===== src/rtl/spi_pkg.sv =====
// rtl/spi_pkg.sv - state encoding and CPOL/CPHA mode decode for spi_master_frame
package spi_pkg;

    localparam logic [2:0] ST_IDLE = 3'd0;
    localparam logic [2:0] ST_LEAD = 3'd1;
    localparam logic [2:0] ST_HALF = 3'd2;
    localparam logic [2:0] ST_EDGE = 3'd3;
    localparam logic [2:0] ST_TAIL = 3'd4;
    localparam logic [2:0] ST_NEXT = 3'd5;
    localparam logic [2:0] ST_GAP  = 3'd6;

    typedef enum logic [2:0] {
        S_IDLE = ST_IDLE,
        S_LEAD = ST_LEAD,
        S_HALF = ST_HALF,
        S_EDGE = ST_EDGE,
        S_TAIL = ST_TAIL,
        S_NEXT = ST_NEXT,
        S_GAP  = ST_GAP
    } state_t;

    typedef struct packed {
        logic idle_lvl;
        logic sample_odd;
    } spi_mode_t;

    // Leading (odd-numbered) edges sample when CPHA=0, trailing ones when CPHA=1.
    function automatic spi_mode_t spi_mode_decode(input logic cpol, input logic cpha);
        spi_mode_t m;
        m.idle_lvl   = cpol;
        m.sample_odd = ~cpha;
        return m;
    endfunction

endpackage


===== src/rtl/spi_clk_gen.sv =====
// rtl/spi_clk_gen.sv - half-period counter, sclk toggle and edge counter for spi_master_frame
module spi_clk_gen #(
    parameter int DIV_W  = 16,
    parameter int ECNT_W = 5
) (
    input  logic              sys_clk,
    input  logic              sys_rst_n,
    input  logic [DIV_W-1:0]  div_i,
    input  logic              restart_i,
    input  logic              edge_i,
    input  logic              edge_clr_i,
    input  logic              sclk_load_i,
    input  logic              sclk_val_i,
    output logic              half_end_o,
    output logic              pre_end_o,
    output logic [ECNT_W-1:0] edge_cnt_o,
    output logic              sclk_o
);

    logic [DIV_W-1:0]  cnt_q, cnt_d, cnt_inc;
    logic [ECNT_W-1:0] edge_cnt_q, edge_cnt_d;
    logic              sclk_q, sclk_d;

    assign cnt_inc    = cnt_q + 1'b1;
    assign half_end_o = (cnt_q == div_i);
    // The edge cycle closes a half-period, so the waiting state leaves one cycle early.
    assign pre_end_o  = (cnt_inc == div_i);
    assign edge_cnt_o = edge_cnt_q;
    assign sclk_o     = sclk_q;

    always_comb begin
        cnt_d      = restart_i ? '0 : (half_end_o ? cnt_q : cnt_inc);
        edge_cnt_d = edge_cnt_q;
        if (edge_clr_i)
            edge_cnt_d = '0;
        else if (edge_i)
            edge_cnt_d = edge_cnt_q + 1'b1;
        sclk_d = sclk_q;
        if (sclk_load_i)
            sclk_d = sclk_val_i;
        else if (edge_i)
            sclk_d = ~sclk_q;
    end

    always_ff @(posedge sys_clk or negedge sys_rst_n) begin
        if (!sys_rst_n) begin
            cnt_q      <= '0;
            edge_cnt_q <= '0;
            sclk_q     <= 1'b0;
        end else begin
            cnt_q      <= cnt_d;
            edge_cnt_q <= edge_cnt_d;
            sclk_q     <= sclk_d;
        end
    end

endmodule


===== src/rtl/spi_master_frame.sv =====
// rtl/spi_master_frame.sv - multi-word SPI master with runtime mode and chip-select frames
// Optional SPI_MASTER_LSB_FIRST_EN adds cfg_lsb_first for LSB-first transfers.
module spi_master_frame
    import spi_pkg::*;
#(
    parameter  int DATA_W = 8,
    parameter  int CS_NUM = 4,
    parameter  int DIV_W  = 16,
    localparam int SEL_W  = (CS_NUM > 1) ? $clog2(CS_NUM) : 1
) (
    input  logic              sys_clk,
    input  logic              sys_rst_n,
    input  logic              cfg_cpol,
    input  logic              cfg_cpha,
`ifdef SPI_MASTER_LSB_FIRST_EN
    input  logic              cfg_lsb_first,
`endif
    input  logic [DIV_W-1:0]  clk_div_val,
    input  logic [SEL_W-1:0]  cs_sel,
    input  logic              tx_valid,
    output logic              tx_ready,
    input  logic [DATA_W-1:0] tx_data,
    input  logic              tx_last,
    output logic              rx_valid,
    output logic [DATA_W-1:0] rx_data,
    output logic              busy,
    output logic [CS_NUM-1:0] cs_n,
    output logic              sclk,
    output logic              mosi,
    input  logic              miso
);

    localparam int ECNT_W = $clog2(2 * DATA_W) + 1;
    localparam logic [ECNT_W-1:0] LAST_EDGE = ECNT_W'(2 * DATA_W);

    state_t            state_q, state_d;
    logic              cpol_q, cpol_d, cpha_q, cpha_d, last_q, last_d, lsb_q, lsb_d;
    logic [DIV_W-1:0]  div_q, div_d;
    logic [DATA_W-1:0] tx_sh_q, tx_sh_d, rx_sh_q, rx_sh_d, rx_data_q, rx_data_d;
    logic [CS_NUM-1:0] cs_n_q, cs_n_d;
    logic              mosi_q, mosi_d, rx_valid_q, rx_valid_d;
    logic              accept, half_end, pre_end, restart, edge_p, edge_clr, sclk_load, sclk_val;
    logic              lsb_in, load_lsb, edge_odd, last_edge;
    logic [ECNT_W-1:0] edge_cnt, edge_nxt;
    logic [DATA_W-1:0] word_ord;
    state_t            next_half;
    spi_mode_t         mode;

`ifdef SPI_MASTER_LSB_FIRST_EN
    assign lsb_in = cfg_lsb_first;
`else
    assign lsb_in = 1'b0;
`endif

    assign tx_ready  = (state_q == S_IDLE) | (state_q == S_NEXT);
    assign accept    = tx_valid & tx_ready;
    assign busy      = (state_q != S_IDLE);
    assign cs_n      = cs_n_q;
    assign mosi      = mosi_q;
    assign rx_valid  = rx_valid_q;
    assign rx_data   = rx_data_q;
    assign mode      = spi_mode_decode(cpol_q, cpha_q);
    assign edge_nxt  = edge_cnt + 1'b1;
    assign edge_odd  = ~edge_cnt[0];
    assign last_edge = (edge_nxt == LAST_EDGE);
    // A zero divider has no waiting cycles, so edges follow each other directly.
    assign next_half = (div_q == '0) ? S_EDGE : S_HALF;
    assign restart   = (state_d != state_q) | (state_q == S_EDGE);

    // The transmit shifter always emits from its MSB; LSB-first words are loaded reversed.
    always_comb begin
        load_lsb = (state_q == S_IDLE) ? lsb_in : lsb_q;
        word_ord = tx_data;
        if (load_lsb)
            for (int i = 0; i < DATA_W; i++)
                word_ord[i] = tx_data[DATA_W-1-i];
    end

    always_comb begin
        state_d    = state_q;
        cpol_d     = cpol_q;
        cpha_d     = cpha_q;
        last_d     = last_q;
        lsb_d      = lsb_q;
        div_d      = div_q;
        tx_sh_d    = tx_sh_q;
        rx_sh_d    = rx_sh_q;
        rx_data_d  = rx_data_q;
        cs_n_d     = cs_n_q;
        mosi_d     = mosi_q;
        rx_valid_d = 1'b0;
        edge_p     = 1'b0;
        edge_clr   = 1'b0;
        sclk_load  = 1'b0;
        sclk_val   = mode.idle_lvl;
        case (state_q)
            S_IDLE: begin
                sclk_load = 1'b1;
                sclk_val  = cfg_cpol;
                if (accept) begin
                    cpol_d   = cfg_cpol;
                    cpha_d   = cfg_cpha;
                    lsb_d    = lsb_in;
                    div_d    = clk_div_val;
                    last_d   = tx_last;
                    edge_clr = 1'b1;
                    for (int i = 0; i < CS_NUM; i++)
                        cs_n_d[i] = (cs_sel != SEL_W'(i));
                    if (!cfg_cpha) begin
                        mosi_d  = word_ord[DATA_W-1];
                        tx_sh_d = word_ord << 1;
                    end else begin
                        tx_sh_d = word_ord;
                    end
                    state_d = S_LEAD;
                end
            end
            S_LEAD: if (half_end) state_d = next_half;
            S_HALF: if (pre_end) state_d = S_EDGE;
            S_EDGE: begin
                edge_p = 1'b1;
                if (edge_odd == mode.sample_odd) begin
                    rx_sh_d = lsb_q ? {miso, rx_sh_q[DATA_W-1:1]} : {rx_sh_q[DATA_W-2:0], miso};
                end else if (!last_edge) begin
                    mosi_d  = tx_sh_q[DATA_W-1];
                    tx_sh_d = tx_sh_q << 1;
                end
                state_d = last_edge ? S_TAIL : next_half;
            end
            S_TAIL: begin
                if (half_end) begin
                    rx_data_d  = rx_sh_q;
                    rx_valid_d = 1'b1;
                    if (last_q) begin
                        cs_n_d  = '1;
                        state_d = S_GAP;
                    end else begin
                        state_d = S_NEXT;
                    end
                end
            end
            S_NEXT: begin
                if (accept) begin
                    last_d   = tx_last;
                    edge_clr = 1'b1;
                    if (!cpha_q) begin
                        mosi_d  = word_ord[DATA_W-1];
                        tx_sh_d = word_ord << 1;
                    end else begin
                        tx_sh_d = word_ord;
                    end
                    state_d = next_half;
                end
            end
            S_GAP:   if (half_end) state_d = S_IDLE;
            default: state_d = S_IDLE;
        endcase
    end

    always_ff @(posedge sys_clk or negedge sys_rst_n) begin
        if (!sys_rst_n) begin
            state_q    <= S_IDLE;
            cpol_q     <= 1'b0;
            cpha_q     <= 1'b0;
            last_q     <= 1'b0;
            lsb_q      <= 1'b0;
            div_q      <= '0;
            tx_sh_q    <= '0;
            rx_sh_q    <= '0;
            rx_data_q  <= '0;
            cs_n_q     <= '1;
            mosi_q     <= 1'b0;
            rx_valid_q <= 1'b0;
        end else begin
            state_q    <= state_d;
            cpol_q     <= cpol_d;
            cpha_q     <= cpha_d;
            last_q     <= last_d;
            lsb_q      <= lsb_d;
            div_q      <= div_d;
            tx_sh_q    <= tx_sh_d;
            rx_sh_q    <= rx_sh_d;
            rx_data_q  <= rx_data_d;
            cs_n_q     <= cs_n_d;
            mosi_q     <= mosi_d;
            rx_valid_q <= rx_valid_d;
        end
    end

    spi_clk_gen #(
        .DIV_W  (DIV_W),
        .ECNT_W (ECNT_W)
    ) u_clk_gen (
        .sys_clk     (sys_clk),
        .sys_rst_n   (sys_rst_n),
        .div_i       (div_q),
        .restart_i   (restart),
        .edge_i      (edge_p),
        .edge_clr_i  (edge_clr),
        .sclk_load_i (sclk_load),
        .sclk_val_i  (sclk_val),
        .half_end_o  (half_end),
        .pre_end_o   (pre_end),
        .edge_cnt_o  (edge_cnt),
        .sclk_o      (sclk)
    );

endmodule

===== config.mk =====
export PLATFORM = sky130hd
export DESIGN_NAME = spi_master_frame
export DESIGN_NICKNAME = d
export VERILOG_FILES = /design/src/rtl/spi_pkg.sv /design/src/rtl/spi_clk_gen.sv /design/src/rtl/spi_master_frame.sv
export SDC_FILE = /design/constraint.sdc
export NUM_CORES = 1
export LEC_CHECK = 0
export ABC_AREA = 1
export BUFFER_PORTS_ARGS = -buffer_cell sky130_fd_sc_hd__buf_2
export CORE_MARGIN = 5
export CORE_UTILIZATION = 55
export CTS_CLUSTER_DIAMETER = 150
export CTS_CLUSTER_SIZE = 40
export DETAILED_ROUTE_END_ITERATION = 12
export PLACE_DENSITY = 0.79
export SLEW_MARGIN = 20
export SYNTH_ARGS = -nofsm -noshare
export SYNTH_HDL_FRONTEND = slang
export SYNTH_HIERARCHICAL = 1
export SYNTH_SLANG_ARGS = --single-unit

===== constraint.sdc =====
create_clock -name sys_clk -period 3.69 [get_ports sys_clk]
set_input_delay 0.5535 -clock sys_clk [delete_from_list [all_inputs] [get_ports sys_clk]]
set_output_delay 0.5535 -clock sys_clk [all_outputs]
set_load 0.02 [all_outputs]

; ---- Word-level counts from Yosys, hierarchy flattened
; Index checks and enable logic that the tools add are counted.
; Widths: inputs -> output; s select.
[totals]
inputBits = 33
reg_bits = 74
output_inout_bits = 17
wordCells = 102
[classes]
addsub = 2
eq_ne = 23
bitwise = 6
mux = 41
n_reduce_logical = 16
[ops]
columns = cell, n
row1 = $mux 8, 6
row2 = $eq 16x16->1, 2
row3 = $mux 16, 2
row4 = $pmux 8 s3, 1
row5 = $mux 3, 7
row6 = $pmux 3 s7, 1
row7 = $ne 2x2->1 const B, 9
row8 = $add 16x1->16 const B, 1
row9 = $logic_not 16->1, 1
row10 = $mux 1, 16
row11 = $mux 4, 3
row12 = $mux 5, 2
row13 = $eq 3x3->1 const B, 3
row14 = $pmux 4 s2, 1
row15 = $reduce_and 2->1, 4
row16 = $reduce_bool 2->1, 4
row17 = $reduce_and 7->1, 1
row18 = $eq 3x2->1 const B, 2
row19 = $ne 2x1->1 const B, 3
row20 = $reduce_bool 3->1, 2
row21 = $add 5x1->5 const B, 1
row22 = $eq 5x5->1 const B, 1
row23 = $reduce_and 5->1, 1
row24 = $reduce_and 4->1, 1
row25 = 10 further kinds, 13

; ---- Longest topological paths before layout
[logic_depth]
word_depth = 8
ltp_mapped = 22
depth_no_buf = 19

; ---- By module
; Netlist, hierarchy kept.
[modules_own_cells]
columns = mod, n_inst, cells_each, area_each_um2, seq_area_each_um2
row1 = spi_master_frame, 1, 370, 2861.5, 1306.3
row2 = spi_clk_gen, 1, 278, 2023.2, 550.5

; ---- Worst setup path after synthesis
; Ideal clock, no wire load.
[synth_path]
path_kind = reg2reg
startpoint = reg u_clk_gen.cnt_q[2]
endpoint = reg u_clk_gen.cnt_q[8]
t_arrival_ns = 2.536
stages_incl_launch_ff = 22
t_required_ns = 3.573
setup_ns = 0.117
synth_period_minus_slack_ns = 2.653
slack_ns = 1.037
n_path_buf = 4
cell_sequence = dfrtp_1 buf_6 xor2_1 inv_1 nand4_1 nor2_4 nand2_4 buf_8 inv_2 inv_1 o21ai_0 nand2_1 nor2_1 nand3_1 nand2_1 nand2_1 buf_2 inv_1 nand3_2 buf_6 nand2_1 nand2_1
[synth_via]
word_cells_on_any_way = 13
cone_classes = add/sub: 1 / eq/ne: 4 / mux: 7 / bitwise: 1
[synth_lines]
columns = item, line
row1 = "start, declared", spi_clk_gen.sv:20  ; logic [DIV_W-1:0] cnt_q, cnt_d, cnt_inc;
row2 = "start signal, assigned", spi_clk_gen.sv:51  ; cnt_q <= cnt_d;
row3 = $eq 16x16->1 (*), spi_clk_gen.sv:25  ; assign half_end_o = (cnt_q == div_i);
row4 = via half_end, spi_master_frame.sv:42  ; logic accept, half_end, pre_end, restart, edge_p, edge_clr, sclk_load, sclk_val;
row5 = "$mux 3, on equally long branches", "spi_master_frame.sv:155, spi_master_frame.sv:118, spi_master_frame.sv:131"
row6 = $pmux 3 s7 (*), spi_master_frame.sv:96  ; case (state_q)
row7 = $ne 3x3->1 (*), spi_master_frame.sv:68  ; assign restart = (state_d != state_q) | (state_q == S_EDGE);
row8 = $or 1x1->1 (*), spi_master_frame.sv:68
row9 = via restart, spi_master_frame.sv:42
row10 = $ne 2x1->1 (no line) / $mux 16 (equally long branches), --
; Mark *: on every way through the listed nets, which the timed path passes. The rest lies on a longest branch. The select of a mux whose other input is x is not followed.
; A chain may end at the register's enable or synchronous reset.

; ---- Worst setup path after layout
[layout_path]
startpoint = reg u_clk_gen.cnt_q[12]
endpoint = reg u_clk_gen.cnt_q[11]
; The elaborated chain is that of the path after synthesis.

==> flow_summary.json <==
{
  "hold_class": "primary input to asynchronous set/reset pin",
  "numPortBuffers": 49,
  "synthCells": 648,
  "synth_edf_count": 0,
  "cts_root_buffer": "clkbuf_8",
  "grt_pass1_vias": 4142,
  "synth_top_family_by_area": "simple AND/OR/NAND/NOR gates",
  "netlist_area_mm2": 0.00488,
  "rows": 34,
  "slowest_stage": "dfrtp_1",
  "place_ws_ps": 536,
  "fin_hold_ws_ps": 398,
  "p_leak_nw": 2.68,
  "reg2regPathDepth": 16,
  "r2r_end": "u_clk_gen/cnt_q[11]",
  "synth_async_sr_flop_share": 1.00,
  "dr_total_vias": 4243,
  "cts_buffers": 9,
  "final_common_cell": "nand2_1",
  "slowest_delay_ps": 480,
  "power_mw": 3.30,
  "final_nets": 723,
  "cp_max_fo": 13,
  "area_delta_synth_final_pct": 7.56,
  "synth_adder_area_share": 0.00512,
  "grt_overflow": 0,
  "chipWidth_um": 104,
  "required_ps": 3930,
  "cts_setup_buffers": 0,
  "synthSimpleGateAreaFrac": 0.363,
  "grt_start_max_net_pins": 75,
  "initial_core_util": 0.563,
  "mostFrequentLayoutCells": "nand2_1 (215), dfrtp_1 (70), inv_1 (64)",
  "wl_per_cell_um": 13.7,
  "worst_clock_skew_ps": 11.3,
  "avgSynthCellArea_um2": 7.54,
  "clk_pin_slew_ps": 90,
  "fin_crit_sh": 0.865,
  "hold_viol": 0,
  "timing.final.ws_setup_ps": 500,
  "core_area_mm2": 0.00868,
  "syn_nets": 683,
  "drt-initial-drc-count": 241,
  "insertion_delay_ps": 350,
  "die_area_mm2": 0.0109,
  "ios": 50,
  "ys_seq_area_frac": 0.380,
  "wl_um": 11000,
  "gp_congestion": 0.892,
  "fp.dieH_um": 104,
  "rsz0062_at_grt": "false",
  "fmax_mhz": 313,
  "drc_errors": 0,
  "path_cells": "xnor2_2, nand4_1, nor2_4, nand2_4, inv_2, inv_1, o21ai_0, nand2_1, nor2_1, nand3_1, nand2_1, nand2_1, inv_1, nand3_2, nand2_1, nand2_1",
  "cts_tree": "built",
  "relSlewSlack": 0.386,
  "via_per_inst": 5.30,
  "cp_top_family": "simple AND/OR/NAND/NOR gates",
  "start_kind": "register",
  "diodes": 0,
  "setup_viol": 0,
  "crit_buf_inv": 3,
  "drtPass1Iterations": 5,
  "fin_crit_ps": 3190,
  "dp_hpwl_um": 8200,
  "ys_types": 39,
  "setup_tns_ps": 0,
  "synthFlopType": "dfrtp_1",
  "grt_usage": 0.203,
  "cts_buffer_depth": 2,
  "setup.worst_path.end_class": "register",
  "drive_gt1_frac": 0.207,
  "grt_first_pass_wirelength_um": 18600,
  "synthMuxAreaShare": 0.00231,
  "regToRegSetupSlack_ps": 500,
  "tightest_slew_ps": 922,
  "status": "complete, no violations",
  "path_class": "register to register",
  "ys_ff_latch": 74,
  "cts-hold-fix-buffers": 0,
  "finalMaxSlewViolations": 0,
  "timing.rr.start": "u_clk_gen/cnt_q[12]",
  "drv_cap": 0,
  "cp_data_arrival_time_ps": 3430,
  "numClockSinks": 74,
  "htree_num_levels": 3,
  "p_per_area_mw_per_mm2": 627,
  "cts_resized": 0,
  "synth-xor-area-share": 0.0566,
  "crit_top_cell": "nand2_1",
  "final_antenna_net_count": 0,
  "cp.depth": 16,
  "synth_compound_area_frac": 0.0930,
  "yosys_warnings": 6,
  "antenna_found_initial": 0,
  "peakVddDrop_mv": 0.392
}
[power breakdown]
part | switching, mW | internal, mW | total, mW
logic | 0.912 | 0.526 | 1.44
clock network | 0.317 | 0.241 | 0.558
registers | 0.249 | 1.05 | 1.30
[metal layers]
layer  wire [um]  global-route usage  share of wire  vias to the layer above
met1        4770               0.254           0.43                     1984
met3         455              0.0391          0.041                       18
met5           0                   0              0                        -
met4         189              0.0648          0.017                        0
met2        5570               0.353           0.51                      116
li1            -                   -              -                     2125
[logic make-up (layout without fill, tap and decap cells)]
logic type      Yosys count  after routing
flops                    74             74
compound gates           72             72
buf+inv                  98            142
simple gates            372            372
mux                       1              1
fa+ha+maj                 2              2
xor+xnor                 29             29
[metrics by stage]
| stage | utilization | area (um^2) | instances |
|---|---|---|---|
| after global routing | 0.605 | 5250 | 800 |
| after detailed placement | 0.586 | 5090 | 785 |
| after global placement | 0.586 | 5090 | 785 |
| after floorplan | - | 4880 | 648 |
| after CTS | 0.605 | 5250 | 800 |
| final | 0.605 | 5250 | 800 |
[flip-flops by register name, indices dropped and copies added (netlist names)]
register              count
u_clk_gen/edge_cnt_o      5
cs_n                      4
div_q                    16
rx_data                   8
u_clk_gen/sclk_o          1
state_q                   3
cpol_q                    1
mosi                      1
last_q                    1
rx_valid                  1
u_clk_gen/cnt_q          16
rx_sh_q                   8
tx_sh_q                   8
cpha_q                    1
[worst reg2reg max path, stage by stage, from the launching register on]
cell and delay [ps]:
dfrtp_1 480, xnor2_2 280, nand4_1 180, nor2_4 170, nand2_4 180, inv_2 140
inv_1 90, o21ai_0 240, nand2_1 80, nor2_1 140, nand3_1 100, nand2_1 70
nand2_1 220, inv_1 170, nand3_2 300, nand2_1 170, nand2_1 60
[area by class of cell]
| cell class | instances | area [um^2] |
|---|---|---|
| clock buffer | 9 | 124 |
| clock inverter | 6 | 42.5 |
| fill | 803 | 3420 |
| inverter | 75 | 289 |
| multi-input combinational | 476 | 2540 |
| sequential | 74 | 1860 |
| tap | 108 | 135 |
| timing repair buffer | 52 | 268 |
[synthesized netlist by cell type (all sizes together), types with 4 or more instances]
library cell | n | area share
a21oi | 10 | 0.010
buf | 21 | 0.039
dfrtp | 70 | 0.36
dfstp | 4 | 0.022
inv | 75 | 0.059
nand2 | 227 | 0.19
nand3 | 51 | 0.071
nand3b | 4 | 0.0061
nand4 | 12 | 0.015
nor2 | 70 | 0.075
nor3 | 6 | 0.0072
o211ai | 7 | 0.011
o21ai | 47 | 0.060
o21bai | 8 | 0.012
xnor2 | 11 | 0.024
xor2 | 18 | 0.032
[worst max-delay path by stage]
stage,from,slack (ps),to
after floorplan,u_clk_gen/cnt_q[2],1040,u_clk_gen/cnt_q[8]
after global placement,u_clk_gen/cnt_q[12],710,u_clk_gen/cnt_q[12]
after detailed placement,u_clk_gen/cnt_q[12],540,u_clk_gen/cnt_q[8]
after CTS,u_clk_gen/cnt_q[12],520,u_clk_gen/cnt_q[11]
after global routing,u_clk_gen/cnt_q[13],250,u_clk_gen/cnt_q[13]
final,u_clk_gen/cnt_q[12],500,u_clk_gen/cnt_q[11]
Note: power is estimated with default switching activity, not from simulation.
